--- src/rtl/mdu_pkg.sv ---
// Shared constants, op codes and FSM states for the sequential mul/div unit.
// Build option: MDU_FAST_MUL_EN selects the single-cycle multiplier.
package mdu_pkg;

    localparam int XLEN = 32;

    typedef enum logic [2:0] {
        OP_MUL    = 3'b000,
        OP_MULH   = 3'b001,
        OP_MULHSU = 3'b010,
        OP_MULHU  = 3'b011,
        OP_DIV    = 3'b100,
        OP_DIVU   = 3'b101,
        OP_REM    = 3'b110,
        OP_REMU   = 3'b111
    } mdu_op_e;

    typedef enum logic [1:0] {
        S_IDLE,
        S_MUL_BUSY,
        S_DIV_BUSY,
        S_DONE
    } mdu_state_e;

    localparam logic [XLEN-1:0] DIV0_QUOT    = '1;
    localparam logic [XLEN-1:0] OVF_DIVIDEND = 32'h8000_0000;
    localparam logic [XLEN-1:0] OVF_DIVISOR  = 32'hFFFF_FFFF;
    localparam logic [XLEN-1:0] OVF_REM      = '0;

    function automatic logic op_signed_a(input logic [2:0] op);
        return (op == OP_MULH) || (op == OP_MULHSU) ||
               (op == OP_DIV)  || (op == OP_REM);
    endfunction

    function automatic logic op_signed_b(input logic [2:0] op);
        return (op == OP_MULH) || (op == OP_DIV) || (op == OP_REM);
    endfunction

endpackage

--- src/rtl/mdu_div_iter.sv ---
// Restoring shift-subtract divider on unsigned magnitudes, one bit per step.
// Outputs are the post-step values so the last step's result is usable at once.
module mdu_div_iter
    import mdu_pkg::*;
(
    input  logic            clk,
    input  logic            rst_n,
    input  logic            i_start,
    input  logic            i_step,
    input  logic [XLEN-1:0] i_dividend,
    input  logic [XLEN-1:0] i_divisor,
    output logic [XLEN-1:0] o_quot_nxt,
    output logic [XLEN-1:0] o_rem_nxt
);

    logic [XLEN-1:0] r_q;
    logic [XLEN-1:0] r_r;
    logic [XLEN-1:0] r_d;
    logic [XLEN:0]   w_sh;
    logic [XLEN-1:0] w_diff;
    logic            w_ge;

    assign w_sh       = {r_r, r_q[XLEN-1]};
    assign w_ge       = w_sh >= {1'b0, r_d};
    assign w_diff     = w_sh[XLEN-1:0] - r_d;
    assign o_rem_nxt  = w_ge ? w_diff : w_sh[XLEN-1:0];
    assign o_quot_nxt = {r_q[XLEN-2:0], w_ge};

    always_ff @(posedge clk or negedge rst_n) begin
        if (!rst_n) begin
            r_q <= '0;
            r_r <= '0;
            r_d <= '0;
        end else if (i_start) begin
            r_q <= i_dividend;
            r_r <= '0;
            r_d <= i_divisor;
        end else if (i_step) begin
            r_q <= o_quot_nxt;
            r_r <= o_rem_nxt;
        end
    end

endmodule

--- src/rtl/mdu_seq.sv ---
// Sequential RV32M multiply/divide unit: FSM, sign fix-up and multiplier.
// Define MDU_FAST_MUL_EN for a combinational 1-cycle multiplier.
module mdu_seq
    import mdu_pkg::*;
(
    input  logic            clk,
    input  logic            rst_n,
    input  logic            req_valid,
    input  logic [2:0]      req_op,
    input  logic [XLEN-1:0] rs1,
    input  logic [XLEN-1:0] rs2,
    input  logic            flush,
    output logic            stall,
    output logic            busy,
    output logic            done,
    output logic [XLEN-1:0] result
);

    mdu_state_e      r_state;
    logic [4:0]      r_cnt;
    logic            r_sel_rem;
    logic            r_neg_q;
    logic            r_neg_r;
    logic            r_done;
    logic [XLEN-1:0] r_result;

    logic            w_accept;
    logic            w_is_div;
    logic            w_a_neg;
    logic            w_b_neg;
    logic [XLEN-1:0] w_a_mag;
    logic [XLEN-1:0] w_b_mag;
    logic            w_div0;
    logic            w_ovf;
    logic [XLEN-1:0] w_spec_res;
    logic [XLEN-1:0] w_qn;
    logic [XLEN-1:0] w_rn;
    logic [XLEN-1:0] w_quot;
    logic [XLEN-1:0] w_rem;
    logic [XLEN-1:0] w_busy_res;

    assign w_accept = (r_state == S_IDLE) & req_valid & ~flush;
    assign w_is_div = req_op[2];
    assign w_a_neg  = op_signed_a(req_op) & rs1[XLEN-1];
    assign w_b_neg  = op_signed_b(req_op) & rs2[XLEN-1];
    assign w_a_mag  = w_a_neg ? -rs1 : rs1;
    assign w_b_mag  = w_b_neg ? -rs2 : rs2;
    assign w_div0   = rs2 == '0;
    assign w_ovf    = ~req_op[0] & (rs1 == OVF_DIVIDEND) &
                      (rs2 == OVF_DIVISOR);

    // op[1] separates REM/REMU from DIV/DIVU
    assign w_spec_res = w_div0 ? (req_op[1] ? rs1 : DIV0_QUOT)
                               : (req_op[1] ? OVF_REM : OVF_DIVIDEND);

    mdu_div_iter u_div (
        .clk        (clk),
        .rst_n      (rst_n),
        .i_start    (w_accept & w_is_div),
        .i_step     (r_state == S_DIV_BUSY),
        .i_dividend (w_a_mag),
        .i_divisor  (w_b_mag),
        .o_quot_nxt (w_qn),
        .o_rem_nxt  (w_rn)
    );

    assign w_quot = r_neg_q ? -w_qn : w_qn;
    assign w_rem  = r_neg_r ? -w_rn : w_rn;

`ifdef MDU_FAST_MUL_EN
    logic [2*XLEN-1:0] w_ea;
    logic [2*XLEN-1:0] w_eb;
    logic [2*XLEN-1:0] w_full;
    logic [XLEN-1:0]   w_fast_res;

    assign w_ea       = {{XLEN{w_a_neg}}, rs1};
    assign w_eb       = {{XLEN{w_b_neg}}, rs2};
    assign w_full     = w_ea * w_eb;
    assign w_fast_res = (req_op == OP_MUL) ? w_full[XLEN-1:0]
                                           : w_full[2*XLEN-1:XLEN];
`else
    logic [XLEN-1:0]   r_mcand;
    logic [2*XLEN-1:0] r_acc;
    logic              r_mul_lo;
    logic [XLEN:0]     w_sum;
    logic [2*XLEN-1:0] w_acc_nxt;
    logic [2*XLEN-1:0] w_prod;
    logic [XLEN-1:0]   w_mul_res;

    // shift-add: high half accumulates, multiplier drains from the low half
    assign w_sum     = {1'b0, r_acc[2*XLEN-1:XLEN]} +
                       (r_acc[0] ? {1'b0, r_mcand} : '0);
    assign w_acc_nxt = {w_sum, r_acc[XLEN-1:1]};
    assign w_prod    = r_neg_q ? -w_acc_nxt : w_acc_nxt;
    assign w_mul_res = r_mul_lo ? w_prod[XLEN-1:0] : w_prod[2*XLEN-1:XLEN];

    always_ff @(posedge clk or negedge rst_n) begin
        if (!rst_n) begin
            r_mcand  <= '0;
            r_acc    <= '0;
            r_mul_lo <= 1'b0;
        end else if (w_accept) begin
            r_mcand  <= w_a_mag;
            r_acc    <= {{XLEN{1'b0}}, w_b_mag};
            r_mul_lo <= req_op == OP_MUL;
        end else if (r_state == S_MUL_BUSY) begin
            r_acc    <= w_acc_nxt;
        end
    end
`endif

    always_comb begin
        w_busy_res = r_sel_rem ? w_rem : w_quot;
`ifndef MDU_FAST_MUL_EN
        if (r_state == S_MUL_BUSY) w_busy_res = w_mul_res;
`endif
    end

    always_ff @(posedge clk or negedge rst_n) begin
        if (!rst_n) begin
            r_state   <= S_IDLE;
            r_cnt     <= '0;
            r_sel_rem <= 1'b0;
            r_neg_q   <= 1'b0;
            r_neg_r   <= 1'b0;
            r_done    <= 1'b0;
            r_result  <= '0;
        end else if (flush) begin
            r_state <= S_IDLE;
            r_cnt   <= '0;
            r_done  <= 1'b0;
        end else begin
            r_done <= 1'b0;
            unique case (r_state)
                S_IDLE: if (req_valid) begin
                    r_sel_rem <= req_op[1];
                    r_neg_q   <= w_a_neg ^ w_b_neg;
                    r_neg_r   <= w_a_neg;
                    r_cnt     <= '0;
                    if (w_is_div && (w_div0 || w_ovf)) begin
                        r_state  <= S_DONE;
                        r_done   <= 1'b1;
                        r_result <= w_spec_res;
                    end else if (w_is_div) begin
                        r_state <= S_DIV_BUSY;
                    end
`ifdef MDU_FAST_MUL_EN
                    else begin
                        r_state  <= S_DONE;
                        r_done   <= 1'b1;
                        r_result <= w_fast_res;
                    end
`else
                    else begin
                        r_state <= S_MUL_BUSY;
                    end
`endif
                end
                S_MUL_BUSY, S_DIV_BUSY: begin
                    r_cnt <= r_cnt + 5'd1;
                    if (r_cnt == 5'd31) begin
                        r_state  <= S_DONE;
                        r_done   <= 1'b1;
                        r_result <= w_busy_res;
                    end
                end
                S_DONE:  r_state <= S_IDLE;
                default: r_state <= S_IDLE;
            endcase
        end
    end

    assign stall  = req_valid & ~r_done;
    assign busy   = r_state != S_IDLE;
    assign done   = r_done;
    assign result = r_result;

endmodule

--- config.mk ---
export PLATFORM = sky130hd
export DESIGN_NAME = mdu_seq
export DESIGN_NICKNAME = d
export VERILOG_FILES = /design/src/rtl/mdu_pkg.sv /design/src/rtl/mdu_div_iter.sv /design/src/rtl/mdu_seq.sv
export SDC_FILE = /design/constraint.sdc
export NUM_CORES = 1
export LEC_CHECK = 0
export ABC_AREA = 1
export CAP_MARGIN = 20
export CORE_MARGIN = 3
export CORE_UTILIZATION = 49
export DETAILED_ROUTE_END_ITERATION = 7
export PLACE_DENSITY = 0.7
export SETUP_SLACK_MARGIN = 0.02
export SLEW_MARGIN = 15
export SYNTH_ARGS = -nofsm -noshare
export SYNTH_HDL_FRONTEND = slang
export SYNTH_HIERARCHICAL = 1
export SYNTH_SLANG_ARGS = --single-unit
--- constraint.sdc ---
create_clock -name clk -period 3.8 [get_ports clk]
set_input_delay 0.38 -clock clk [delete_from_list [all_inputs] [get_ports clk]]
set_output_delay 0.38 -clock clk [all_outputs]
set_load 0.02 [all_outputs]
# Word-level counts from Yosys, hierarchy flattened
# Index checks and enable logic that the tools add are counted.
classes:
  addsub: 8
  magnitude_cmp: 1
  n_eq_ne: 15
  muxes: 37
  n_bitwise: 12
  n_reduce_logical: 20
ops:
  columns: ["operator", "count"]
  rows:
  - ["$mux 32", 19]
  - ["$mux 64", 3]
  - ["$neg 32->32", 4]
  - ["$eq 32x32->1 const B", 2]
  - ["$neg 64->64", 1]
  - ["$pmux 32 s2", 1]
  - ["$add 32x32->33", 1]
  - ["$ge 33x32->1", 1]
  - ["$logic_not 32->1", 1]
  - ["$sub 32x32->32", 1]
  - ["$mux 2", 5]
  - ["$mux 5", 2]
  - ["$pmux 5 s2", 1]
  - ["$and 1x1->1", 8]
  - ["$reduce_bool 2->1", 4]
  - ["$eq 3x3->1 const B", 2]
  - ["$logic_or 1x1->1", 6]
  - ["$ne 3x3->1 const B", 2]
  - ["$pmux 2 s3", 1]
  - ["$add 5x1->5 const B", 1]
  - ["$eq 5x5->1 const B", 1]
  - ["$reduce_and 5->1", 1]
  - ["$eq 2x2->1 const B", 2]
  - ["$mux 1", 4]
  - ["other kinds (15)", 19]
totals:
  ff_bits: 236
  elab_cells: 106

# Depth between registers and ports, before layout
# Gate-level depths: netlist (run 1).
depth:
  depth_word: 9
  mapped_depth: 33
  mapped_depth_nobuf: 32

# Hierarchy
# Netlist (run 1), hierarchy kept.
by_module_without_submodules:
  columns: ["mod", "instances", "cells_per_inst", "area_per_inst_um2", "seq_area_each_um2"]
  rows:
  - ["mdu_seq", 1, 2529, 14787.9, 3503.4]
  - ["mdu_div_iter", 1, 1106, 7303.3, 2402.3]

# Worst setup path before layout (run 1)
# No wires, ideal clock.
synth_path:
  path_kind: "reg2reg"
  from: "register u_div.r_r[27]"
  to: "register r_result[30], in the netlist result[30]"
  arrival_ns: 3.534
  setup_slack_ns: 0.189
  stages_incl_launch_ff: 28
  n_path_buf: 1
  synth_period_minus_slack_ns: 3.611
  path_cell_list: "dfrtp_1 > ha_1 > nand2_1 > inv_1 > nand2_1 > nand3_1 > a21oi_1 > nand2_2 > nor2_4 > buf_2 > nand3_1 > and2_1 > inv_1 > ha_1 > inv_1 > nor2_1 > nand3_1 > nor3_2 > nand2_1 > o21ai_1 > o21ai_0 > o21ai_0 > nand3_1 > nand3_1 > nand2_1 > inv_1 > nand2_1 > a21oi_1"
synth_between:
  elab_chain_cells: 8
synth_lines:
  columns: ["element", "line", "text"]
  rows:
  - ["from (decl)", "mdu_div_iter.sv:17", "logic [XLEN-1:0] r_r;"]
  - ["from (signal assigned)", "mdu_div_iter.sv:40", "r_r <= o_rem_nxt;"]
  - ["$ge 33x32->1", "mdu_div_iter.sv:24", "assign w_ge = w_sh >= {1'b0, r_d};"]
  - ["$mux 32", "mdu_div_iter.sv:26", "assign o_rem_nxt = w_ge ? w_diff : w_sh[XLEN-1:0];"]
  - ["named net w_rn[1]", "mdu_seq.sv:37", "logic [XLEN-1:0] w_rn;"]
  - ["$neg 32->32", "mdu_seq.sv:68", "assign w_rem = r_neg_r ? -w_rn : w_rn;"]
  - ["$mux 32", "mdu_seq.sv:68", null]
  - ["$mux 32", "mdu_seq.sv:113", "w_busy_res = r_sel_rem ? w_rem : w_quot;"]
  - ["$mux 32", "mdu_seq.sv:115", "if (r_state == S_MUL_BUSY) w_busy_res = w_mul_res;"]
  - ["$mux 32", "mdu_seq.sv:161", "if (r_cnt == 5'd31) begin"]
  - ["$pmux 32 s2", "mdu_seq.sv:134", "unique case (r_state)"]
  - ["to (signal assigned)", "mdu_seq.sv:143", "r_result <= w_spec_res;"]
  - ["to (signal assigned)", "mdu_seq.sv:164", "r_result <= w_busy_res;"]
  - ["to (decl)", "mdu_seq.sv:25", "logic [XLEN-1:0] r_result;"]
# The timed path passes the listed nets, and every way through them passes these cells. The select of a mux whose other input is x is not followed.
# A chain may end at the register's enable or synchronous reset.

# Final worst setup path (run 1)
layout_path:
  from: "register u_div.r_d[30]"
  to: "register r_result[20], in the netlist result[20]"
layout_between:
  elab_chain_cells: 8
layout_lines:
  columns: ["element", "line", "text"]
  rows:
  - ["from (decl)", "mdu_div_iter.sv:18", "logic [XLEN-1:0] r_d;"]
  - ["from (signal assigned)", "mdu_div_iter.sv:37", "r_d <= i_divisor;"]
  - ["$ge 33x32->1", "mdu_div_iter.sv:24", null]
  - ["$mux 32", "mdu_div_iter.sv:26", null]
  - ["named net w_rn[5]", "mdu_seq.sv:37", null]
  - ["$neg 32->32", "mdu_seq.sv:68", null]
  - ["$mux 32", "mdu_seq.sv:68", null]
  - ["$mux 32", "mdu_seq.sv:113", null]
  - ["$mux 32", "mdu_seq.sv:115", null]
  - ["$mux 32", "mdu_seq.sv:161", null]
  - ["$pmux 32 s2", "mdu_seq.sv:134", null]
# The timed path passes the listed nets, and every way through them passes these cells. The select of a mux whose other input is x is not followed.

==> results.md, run 1 <==
- The area of all sequential standard cells is 5907 µm².
- The worst flop-to-flop path startpoint is u_div/r_d[30]$_DFFE_PN0P_.
- Setup repair after global routing could not meet its margin everywhere.
- The summed instance area of the synthesized netlist is 22090 µm².
- Counting I/O delays and the setup requirement, the final critical path takes roughly 3900 ps.
- The detail route stage leaves a number of antenna-violating nets equal to 0.
- The leakage power summed over all cells is 0.01415 µW.
- The H-tree level count is 1.
- The maximum VDD drop is 0.0008691 V.
- 106 I/O pins were placed.
- Synthesis produced 3635 cells.
- The tool flagged a number of max-cap violations equal to 0.
- The die is 218.3 µm tall.
- The DRC violations left is 1.
- The met1 usage in global routing is 45.64%.
- The checks that failed: DRC, setup timing.
- The congestion estimate from routability-driven global placement came to 1.019.
- Setup violations remaining at the end of the flow were counted as 1.
- The global-route wire length before repair is 128200 µm.
- The core footprint is 44410 µm².
- The TritonCTS clock tree is yes.
- The critical path arrival is 4360 ps.
- The most common library cell in the layout ignoring fill and taps is nand2_1.
- The net count after synthesis is 3784.
- The fraction of power spent switching nets is 52.61%.
- Fill cells in the final layout number 4257.
- For this design, the sink count on the clock tree is 236.
- The highest-delay cell along the critical path is dfrtp_1.
- The count of cells in the finished layout, fillers not included, comes to between 4000 and 5000.
- For this block, the routed nets add up to 83320 µm of wire.
- Synthesis instantiated 54 different standard cells from the library.
- The first detailed-routing pass took 8 iterations.
- For this configuration, the core starts out at a cell density of 49.74%.
- Global routing used 34.06% of the available tracks across all layers.
- The most frequent cell on the critical path is nand2_1.
- 0 antenna diodes ended up in the layout.
- Clock tree synthesis inserted a total of 28 buffers.
- The aggregate negative setup slack is -56.71 ps.
- The part of the power in the clock network is ~10%.
- A synthesized cell averages 6.077 µm².
- The number of global-route vias before repair is approximately 23000.
- The final worst clock skew is 14.80 ps.
- The minimum setup slack in the final design is -56.71 ps.
- The part of the power in registers is 15.8%.
- The count of endpoints failing hold in the final timing report came to 0.
- In this run the power spent charging and discharging nets is 15520 µW.
- Counting flops with an async set or reset pin after synthesis yields a share of 100.0%.
- The worst-case clock buffer depth is 3.
- After the last flow step, the layout net total stands at between 4000 and 5000.
- Dividing the detail-routed wire length by the instance count gives 18.53 µm.
- After synthesis, the largest family of logic cells by area is simple AND/OR/NAND/NOR gates.
- For the pin with the worst max-slew slack, the measured transition is approximately 1000 ps.
- The top fanout value on the critical path is 5.
- After routing the design area is 27160 µm².
- The count of buffers added on input and output ports is 105.
- The clock root buffer is clkbuf_16.
- After global routing the overflow that remains totals 0.
- Multiplexer cells account for 0.05097% of the synthesized area.
- The synthesized netlist devotes between 10% and 20% of its cell area to compound gates.
- For this design the ratio of total power to cell area is between 1000 and 1500 nW/µm².
- For the worst setup path, the data required time is between 4000 and 5000 ps.
- The largest single stage delay on the critical path is approximately 380 ps.
- The cell row count is 77.
- The setup slack on the worst flop-to-flop path is -60 ps.
- Including well taps, the total number of placed cells is 4416.
- Headroom to the max-slew limit came out at between 30% and 40%.
- Summed over all instances, the cell type with the most area after synthesis is dfrtp_1.
- The ratio of cells with drive above 1 in the final layout is roughly 15%.
- In the routed layout, each cell is associated on average with a via count of 5.541.
- STA classifies the critical path endpoint as a flop.
- Counting flops and latches in the post-synthesis netlist gives 236.
- The number of DRC violations after detailed-routing iteration 0 is between 2000 and 3000.
- After Yosys synthesis, and, or, nand and nor cells account for 39.64% of the synthesized area.
- The floorplan step defined a die boundary enclosing about 48000 µm².
- The flow ran to the end, but the final reports show violations.
- The dominant synthesized flop cell is dfrtp_1.
- Counting cells, the worst reg-to-reg path comes to 28.
- The sequential fraction of the synthesis area is between 20% and 30%.
- The internal portion of total power is about 14000 µW.
- The x dimension of the die is about 220 µm.
- Yosys attributes the largest share of cell area to dfrtp_1, nand2_1, inv_1, nand3_1, nor2_1.
- The fraction of the mapped netlist area in adder cells is approximately 4.5%.
- The highest achievable clock rate is 259.3 MHz.
- The post-placement setup slack is -232.4 ps.
- The synthesized netlist devotes 3.053% of its cell area to XOR and XNOR gates.
- The number of antenna violations at the first check in global routing is 1.
- The period utilization is 101.5%.
- The clock edge transition at the registers on the reported setup and hold paths is 70 ps.
- Relative to the synthesized area, the layout overhead comes to 22.96%.
- Across all layers, the routed design uses 24920 vias.
- The pin count of the biggest net entering global routing is 96.
- The later pin in the worst-skew pair is clocked with a latency of about 580 ps.
- The global routing stage identified its most utilized layer as met2.
- The met2 track demand over resource is 54.14%.
- The top cell types in the final layout, fill and taps aside, are nand2_1, inv_1, nor2_1, nand3_1, buf_4.
- The end of the worst register-to-register path is result[20]$_DFFE_PN0P_.
- The kind of start point of the critical path is a flop.
- Once detailed placement completed, the half-perimeter wirelength came to around 65000 µm.
- Per report_power, the combinational group accounts for 73.9% of the total.
- The min-delay analysis places its worst path in the category in2async.
- The area after detailed placement is around 25000 µm².
- The met3 global-route usage is 5.270%.
- The critical path is of the reg2reg type.
- The core occupancy in the finished layout is between 60% and 70%.
- In this run, synthesis inferred 0 flip-flops with an integrated enable.
- The area share of the leading cell type in the synthesized netlist is 26.73%.
- The Yosys step of the flow raised 6 warnings.
- In the final layout, the multi-input gates occupy 14140 µm².
- The count of pins over their slew limit is 0.
layout make-up:
class | instances | share of cell area (%)
Sequential cell | 236 | 21.75
Clock buffer | 38 | 2.980
Clock inverter | 14 | 0.8199
Timing Repair Buffer | 364 | 11.83
Tap cell | 592 | 2.727
Multi-Input combinational cell | 2689 | 52.06
Inverter | 564 | 7.830
layer usage:
layer | share of wire [%] | vias to the layer above
li1 | - | 12030
met1 | 41 | 11530
met2 | 44 | 1144
met3 | 8.8 | 218
met4 | 5.4 | 2
met5 | 0.014 | -
registers in the layout (all words and copies together), names as in the netlist:
| name | count |
|---|---|
| r_mcand | 32 |
| r_acc | 64 |
| result | 32 |
| r_neg_q | 1 |
| u_div/r_r | 32 |
| r_mul_lo | 1 |
| r_sel_rem | 1 |
| u_div/r_d | 32 |
| r_state | 2 |
| r_neg_r | 1 |
| done | 1 |
| r_cnt | 5 |
| u_div/r_q | 32 |
power by group through the flow:
stage          clock network, µW  logic (µW)  registers [µW]
3_3_place_gp                   0       19200            4510
5_1_grt                     3170       23800            4780
2_1_floorplan                  0       12300            4430
6_report                    3040       21800            4650
3_5_place_dp                   0       19300            4550
4_1_cts                     3090       19800            4550
worst max-delay path by stage:
stage,from,endpoint,slack (ps),cells past startpoint
floorplan,u_div/r_r[27]$_DFFE_PN0P_,result[30]$_DFFE_PN0P_,190,27
detailed placement,u_div/r_r[17]$_DFFE_PN0P_,result[30]$_DFFE_PN0P_,-230,28
finish,u_div/r_d[30]$_DFFE_PN0P_,result[20]$_DFFE_PN0P_,-60,28
global placement,u_div/r_r[27]$_DFFE_PN0P_,result[30]$_DFFE_PN0P_,-160,24
CTS,u_div/r_r[23]$_DFFE_PN0P_,result[25]$_DFFE_PN0P_,20,26
global route,u_div/r_d[30]$_DFFE_PN0P_,result[27]$_DFFE_PN0P_,-320,29
Yosys cell counts, types with 10 or more instances:
library cell and number:
or2_2 10, and2_1 22, a31oi_1 12, buf_4 34
nand3_1 268, nor3_1 43, o221ai_1 62, o211ai_1 22
nand4_1 48, a21oi_1 146, xor2_1 61, nand2_2 31
nand2_1 1190, buf_2 14, ha_1 76, nand3b_1 26
inv_1 550, nor3_2 10, xnor2_1 16, nor2_2 22
o21ai_0 195, nor4_1 12, dfrtp_1 236, clkbuf_1 83
nor2_1 345
logic make-up after synthesis:
logic type	after synthesis
multiplexers	1
AO/OA/AOI/OAI	482
AND/OR/NAND/NOR	2051
adder cells (fa/ha/maj)	78
XOR/XNOR	77
buffers and inverters	710
flip-flops	236
critical path: cells and delay by family, from the launching register on:
kind,cells,cell delay [ps]
simple gates,17,1850
compound gates,4,670
buf+inv,6,660
flops,1,380
fa+ha+maj,1,210
stage by stage:
step	hold slack, ps	power, µW
4_1_cts	385.2	27410
3_3_place_gp	401.0	23680
6_report	360.2	29510
3_5_place_dp	398.0	23830
2_1_floorplan	84.41	16750
5_1_grt	417.3	31790
what timing repair did:
action | 4_1_cts | 5_1_grt
pin swaps | 3 | 65
hold buffers | 1 | 0
setup endpoints to repair | 21 | 24
hold endpoints to repair | 77 | 0
setup buffers | 2 | 23
gates resized for setup | 31 | 169
gates cloned | 1 | 2
Note: power is estimated with default switching activity, not from simulation.
==> run 2, diff against run 1 <==
ABC_AREA = default   (was 1)
==> run 2 against run 1 <==
Net effect:
- the run ends with setup timing left
- final cell count decreased by 20%
- cell area decreased by 0.69%
- combinational power about the same
- die area decreased by 9.5%
- sequential power increased by 2%
- clock power about the same
- sequential cell count unchanged
- synthesized cell count decreased by 31%
- maximum frequency decreased by 20%
- power increased by 0.92%
==> results.md, run 2 <==
- The top cell types in the final layout, fill and taps aside, are buf_4, nand2_1, o21ai_0, dfrtp_1, nor2_1.
- In this run the worst hold path is classified as in2async.
- The period utilization is 126.8% (+25 points).
- The mean routed wirelength per cell is 22.26 µm (+20%).
- The net count reported at finish is 3202 (-21%).
- The shortest clock period the worst path allows after layout came to 4818 ps (+961.2 ps).
- The net count after synthesis is 2664 (-30%).
- The H-tree level count came to 1 (unchanged).
- The minimum setup slack in the final design is -1018 ps (-961.2 ps).
- The critical path goes through ha_4 > nor2b_4 > o2111ai_4 > a211oi_4 > o2111ai_2 > a2111oi_4 > nor2_4 > buf_6 > mux2_4 > inv_4 > ha_4 > or3b_4 > nor3_4 > nand4_1 > o31a_1 > a21oi_2 > xnor2_1 > a21oi_1 > o21ai_1 > nand3_1 > o221a_2 > o31ai_1.
- The power share of the combinational group is 73.9% (about the same).
- The clock edge transition at the registers on the reported setup and hold paths is 70 ps (about the same).
- The worst path buffer plus inverter count is 2 (-4).
- The required time of the critical path came to 4310 ps (about the same).
- The number of enable flip-flop cells after synthesis was 0 (unchanged).
- The count of boundary I/O pins is 106 (unchanged).
- The count of pins over their slew limit is 0 (unchanged).
- The die extent in y is 207.7 µm (-4.9%).
- The number of global-route vias before repair is 20940 (-9.8%).
- The number of unique standard cell types used by synthesis came to 94 (+74%).
- The number of detailed-routing iterations run before antenna repair is 6 (-2).
- The synthesized area per cell is 7.924 µm² (+30%).
- The maximum VDD drop is 0.0005968 V (-31%).
- The half-perimeter wire length after placement was 62140 µm (-4.2%).
- The core footprint is 39910 µm² (-10%).
- Setup repair after global routing could not meet its margin everywhere.
- The area share of the leading cell type in the synthesized netlist is 29.63% (+2.9 points).
- The highest-delay cell along the critical path is a2111oi_4.
- The part of the power in registers is 16.0% (+0.2 points).
- The share of flip-flops with an asynchronous set or reset is 100.0% (unchanged).
- The most frequent cell on the critical path is ha_4.
- The final worst clock skew is 43.23 ps (+28.43 ps).
- The post-detailed-routing wire length is 80210 µm (-3.7%).
- The clock latency on the worst-skew pair is 610 ps (+30 ps).
- The number of buffers added by the clock tree synthesis step came to 29 (+3.6%).
- The cell area power density is 1104 nW/µm² (+1.6%).
- The register with the most flip-flops in the final layout is r_acc.
- The DRC violations left is 0 (-1).
- The die area is 43130 µm² (-9.5%).
- The sequential fraction of the synthesis area is 29.63% (+2.9 points).
- The gate count of the mapped netlist is 2515 (-31%).
- The final total power was 29780 µW (+0.92%).
- The dominant synthesized flop cell is dfrtp_1.
- The top fanout value on the critical path was 4 (-1).
- The endpoint class of the critical path is a flop.
- The summed instance area of the synthesized netlist is 19930 µm² (-9.8%).
- The leakage power summed over all cells is 0.01172 µW (-17%).
- The pin count of the biggest net entering global routing is 153 (+59%).
- The cell row count was 73 (-5.2%).
- The number of antenna violations at the first check in global routing was 3 (+2).
- The net load switching power was 14160 µW (-8.8%).
- The most common library cell in the layout ignoring fill and taps is buf_4.
- The internal portion of total power is 15620 µW (+12%).
- The flip-flop count of the largest register, all copies and words added is 64 (unchanged).
- The tightest hold margin is 417.2 ps (+57.03 ps).
- The number of sinks driven by the clock tree is 236 (unchanged).
- The part of the power in the clock network is 10.2% (about the same).
- The total routing usage reported by global routing is 35.76% (+1.7 points).
- The synthesized flop and latch total is 236 (unchanged).
- The total of fill cells in the finished design came to 3341 (-22%).
- On the critical path the largest part of the delay comes from compound AO/OA/AOI/OAI gates.
- The effective utilization at floorplan is 49.93% (+0.19 points).
- The worst-case clock buffer depth is 3 (unchanged).
- The flow ran to the end, but the final reports show violations.
- The final weighted congestion in routability-driven placement is 1.058 (+3.9%).
- The checks that failed: setup timing.
- The most frequently used cell type in the post-synthesis netlist is nand2_1.
- The number of vias after detailed routing came to 21720 (-13%).
- The count of endpoints failing hold in the final timing report is 0 (unchanged).
- The cell type with the highest aggregate area in the netlist is dfrtp_1.
- The count of yosys warnings during synthesis is 6 (unchanged).
- The vias per cell is 6.029 (+8.8%).
- The actual transition at the worst max-transition pin was 1061 ps (+64.65 ps).
- The ratio of cells with drive above 1 in the final layout came to 25.46% (+11 points).
- The TritonCTS clock tree is yes.
- The remaining global-route overflow is 0 (unchanged).
- The root buffer cell chosen for the clock tree is clkbuf_16.
- The number of DRC violations after detailed-routing iteration 0 was 2388 (-12%).
- The worst setup path is of the reg2reg kind.
- The number of max-cap violations is 0 (unchanged).
- The critical path arrival is 5330 ps (+970 ps).
- The worst slew margin relative to its limit is 29.20% (-4.3 points).
- The number of buffer cells added on primary ports is 105 (unchanged).
- The commonest cells after synthesis are nand2_1, o21ai_0, dfrtp_1.
- Compared with the post-synthesis result, the final layout area differs by 35.37%.
- The fraction of power spent switching nets is 47.54% (-5.1 points).
- The count of final setup violators is 31 (+30).
- The global-route wire length before repair is 122500 µm (-4.5%).
- The kind of start point of the critical path is a flop.
- The highest achievable clock rate was 207.6 MHz (-20%).
- The x dimension of the die is 207.7 µm (-4.9%).
- The longest individual stage delay on the worst path is 460 ps (+80 ps).
- The post-detailed-route count of antenna-violating nets is 0 (unchanged).
- By area the synthesized netlist is led by dfrtp_1, nand2_1, o21ai_0, xnor2_1, mux2i_1.
## run 2: routing by layer
| metal | GRT usage [%] | wire length [µm] |
|---|---|---|
| met5 | 0 | 15 |
| met4 | 13.11 | 3646 |
| met3 | 6.483 | 7009 |
| met2 | 56.56 | 35870 |
| met1 | 49.22 | 33660 |
## run 2: final cells by class
class / count / area [µm²] / area share (%)
Clock buffer: 39 / 823.3 / 3.052
Antenna cell: 2 / 5.005 / 0.01855
Timing Repair inverter: 1 / 6.256 / 0.02319
Inverter: 78 / 300.3 / 1.113
Sequential cell: 236 / 5909 / 21.91
Clock inverter: 15 / 207.7 / 0.7699
Multi-Input combinational cell: 2032 / 13630 / 50.52
Tap cell: 525 / 656.9 / 2.435
Timing Repair Buffer: 675 / 5440 / 20.17
## run 2: path summary, 6_finish.rpt
kind,start,to,slack (ps),cells after the start
worst max-delay path,u_div/r_r[0]$_DFFE_PN0P_,result[30]$_DFFE_PN0P_,-1020,22
worst min-delay path,rst_n,result[4]$_DFFE_PN0P_,420,2
worst max register to register,u_div/r_r[0]$_DFFE_PN0P_,result[30]$_DFFE_PN0P_,-1020,22
worst min register to register,r_mcand[26]$_DFFE_PN0P_,r_mcand[26]$_DFFE_PN0P_,480,2
max in group asynchronous,rst_n,r_acc[34]$_DFFE_PN0P_,2380,3
min in group clk,r_mcand[26]$_DFFE_PN0P_,r_mcand[26]$_DFFE_PN0P_,480,2
## run 2: timing repair
action	CTS	global route
pin swaps	50	46
hold buffers	1	0
resized for setup	53	51
buffers inserted	8	14
setup endpoints to repair	33	35
cloned	1	0
hold endpoints to repair	95	0
## run 2: power by group through the flow
stage / clock [µW] / sequential (µW) / combinational, µW
4_1_cts: 3050 / 4700 / 20900
3_5_place_dp: 0 / 4710 / 20200
3_3_place_gp: 0 / 4670 / 19900
6_report: 3030 / 4750 / 22000
5_1_grt: 3160 / 4860 / 23400
2_1_floorplan: 0 / 4410 / 11300
## run 2: cell families (layout without fill, tap and decap cells)
family | after synthesis | in the layout | synth area share [%]
other | 0 | 2 | 0
and+or+nand+nor | 895 | 895 | 21.06
AOI/OAI and AO/OA | 713 | 713 | 22.72
muxes | 126 | 126 | 6.529
adders and majority gates | 78 | 78 | 4.972
xor gates and xnor gates | 220 | 220 | 9.669
buffers and inverters | 247 | 808 | 5.418
DFF | 236 | 236 | 29.63
## run 2: stage by stage
stage	std cells	worst slack, ps	setup TNS (ps)	utilization, %	cell area [µm²]
after global placement	3524	-1026	-24070	63.35	25290
after detailed placement	3524	-1147	-26850	63.35	25290
after floorplan	2515	-707.9	-10160	-	20140
final	3603	-1018	-23160	67.59	26980
after CTS	3587	-870.0	-20470	66.72	26630
after global routing	3601	-1221	-29130	67.57	26970
==> variant, RTL diff (settings of run 2) <==
Set the package constant `XLEN` to 48 (it was 32).
--- a/src/rtl/mdu_pkg.sv
+++ b/src/rtl/mdu_pkg.sv
@@ -4,3 +4,3 @@
 
-    localparam int XLEN = 32;
+    localparam int XLEN = 48;
 
Interface: changed (resized result, rs1 and rs2); port bits go from 106 to 154. The function was not compared with the original's and may differ.
==> variant against run 2 <==
  * The run still ends with setup timing left
  * Design area rose by 56%
  * Maximum frequency shrank 19%
  * Largest power group unchanged
  * Critical path type unchanged
  * Power up 62%
  * Area after synthesis increased by 51%
  * Sequential cell count is 112 higher
  * Combinational power grew 66%
  * Worst setup slack worse by 1.1 ns
  * Non-clock buffer count is 472 higher
  * Sequential share of layout area shrank 1.2 points
  * Routed wire length is 49% higher
==> variant: results (changes against run 2) <==
INFO  metric synth_commonest_cells = sky130_fd_sc_hd__nand2_1 (565), sky130_fd_sc_hd__o21ai_0 (403), sky130_fd_sc_hd__nor2_1 (351), sky130_fd_sc_hd__dfrtp_1 (348), sky130_fd_sc_hd__a21oi_1 (218)
INFO  metric global_route_wire_length_before_repair = 180000 um (+47%)
INFO  metric run_status = finished with violations
INFO  metric timing.final.ws_setup = -2.17 ns (-1.15 ns)
INFO  metric num_antenna_cells = 0 (-2)
INFO  metric worstPathArrival = 6.44 ns (+1.11 ns)
INFO  metric maximum_number_of_pins_on_one_net_before_global_route_repair = 191 (+25%)
INFO  metric yosysSeqAreaShare = 0.290 (-0.00662)
INFO  metric grtUsageTotal = 0.357 (-0.00107)
INFO  metric setup_viol = 49 (+58%)
INFO  metric place_hpwl = 90100 um (+45%)
INFO  metric r2r.worst_path.cells = 23 (+4.5%)
INFO  metric final_routed_wirelength_across_all_metal_layers = 119000 um (+49%)
INFO  metric final.fill_count = 4796 (+44%)
INFO  metric worst_hold_slack = 0.426 ns (+0.00889 ns)
INFO  metric timing.critical_path.slowest_cell_delay = 0.58 ns (+0.12 ns)
INFO  metric cts_buffers = 44 (+52%)
INFO  metric number_of_global_route_vias_before_repair = 32400 (+55%)
INFO  metric failed_checks = setup timing
INFO  metric timing_worst_slew_pin_value = 1.19 ns (+0.131 ns)
INFO  metric synth_cell_types = 98 (+4.3%)
INFO  metric critPathTopFamily = simple AND/OR/NAND/NOR gates
INFO  metric seqCellArea = 8710 um2 (+47%)
INFO  metric drt_iter0_drc = 3411 (+43%)
INFO  metric routedWlPerCell = 21.3 um (-4.3%)
[variant: changes by cell type in the layout (fill, tap and decap cells not counted), sizes merged, moves of 66 or more]
cell | before | now
o21ai | 288 | 408
nor2 | 209 | 351
xor2 | 89 | 155
a21oi | 133 | 218
buf | 570 | 993
nand2 | 368 | 565
dfrtp | 236 | 348
[variant: cell families (layout without fill, tap and decap cells)]
family | count (synthesis) | count (layout) | synth area share
XOR/XNOR | 340 | 340 | 0.0993
flip-flops | 348 | 348 | 0.290
multiplexers | 185 | 185 | 0.0653
AND/OR/NAND/NOR | 1416 | 1416 | 0.219
adder cells (fa/ha/maj) | 110 | 110 | 0.0463
AO/OA/AOI/OAI | 1076 | 1076 | 0.225
buffers and inverters | 383 | 1339 | 0.0553
[variant: metal layers]
metal	share of wire	track usage	wire [um]	vias to the layer above
met2	0.45	0.573	53800	1707
met3	0.086	0.0614	10300	401
met5	0.000059	0	7	-
met1	0.41	0.466	48500	16100
met4	0.056	0.174	6720	2
li1	-	-	-	15600
[variant: final cells by class]
type	instances	share of cell area
multi-input cells	3127	0.500
flip-flops and latches	348	0.207
well taps	782	0.0232
clock buffers	60	0.0300
inverters	114	0.0104
clock inverters	18	0.00852
repair buffers	1147	0.221
[variant: where the power goes]
part           switching [mW]  internal (mW)
registers                1.48           5.35
clock network            1.78           3.00
logic                    19.6           17.0
total                    22.8           25.4
[variant: what timing repair did]
action                     4_1_cts  5_1_grt
gates cloned                     1        0
pin swaps                       91       84
gates resized for setup        152      114
setup endpoints to repair       62       70
hold buffers                     1        0
setup buffers                   14       10
hold endpoints to repair       106        0
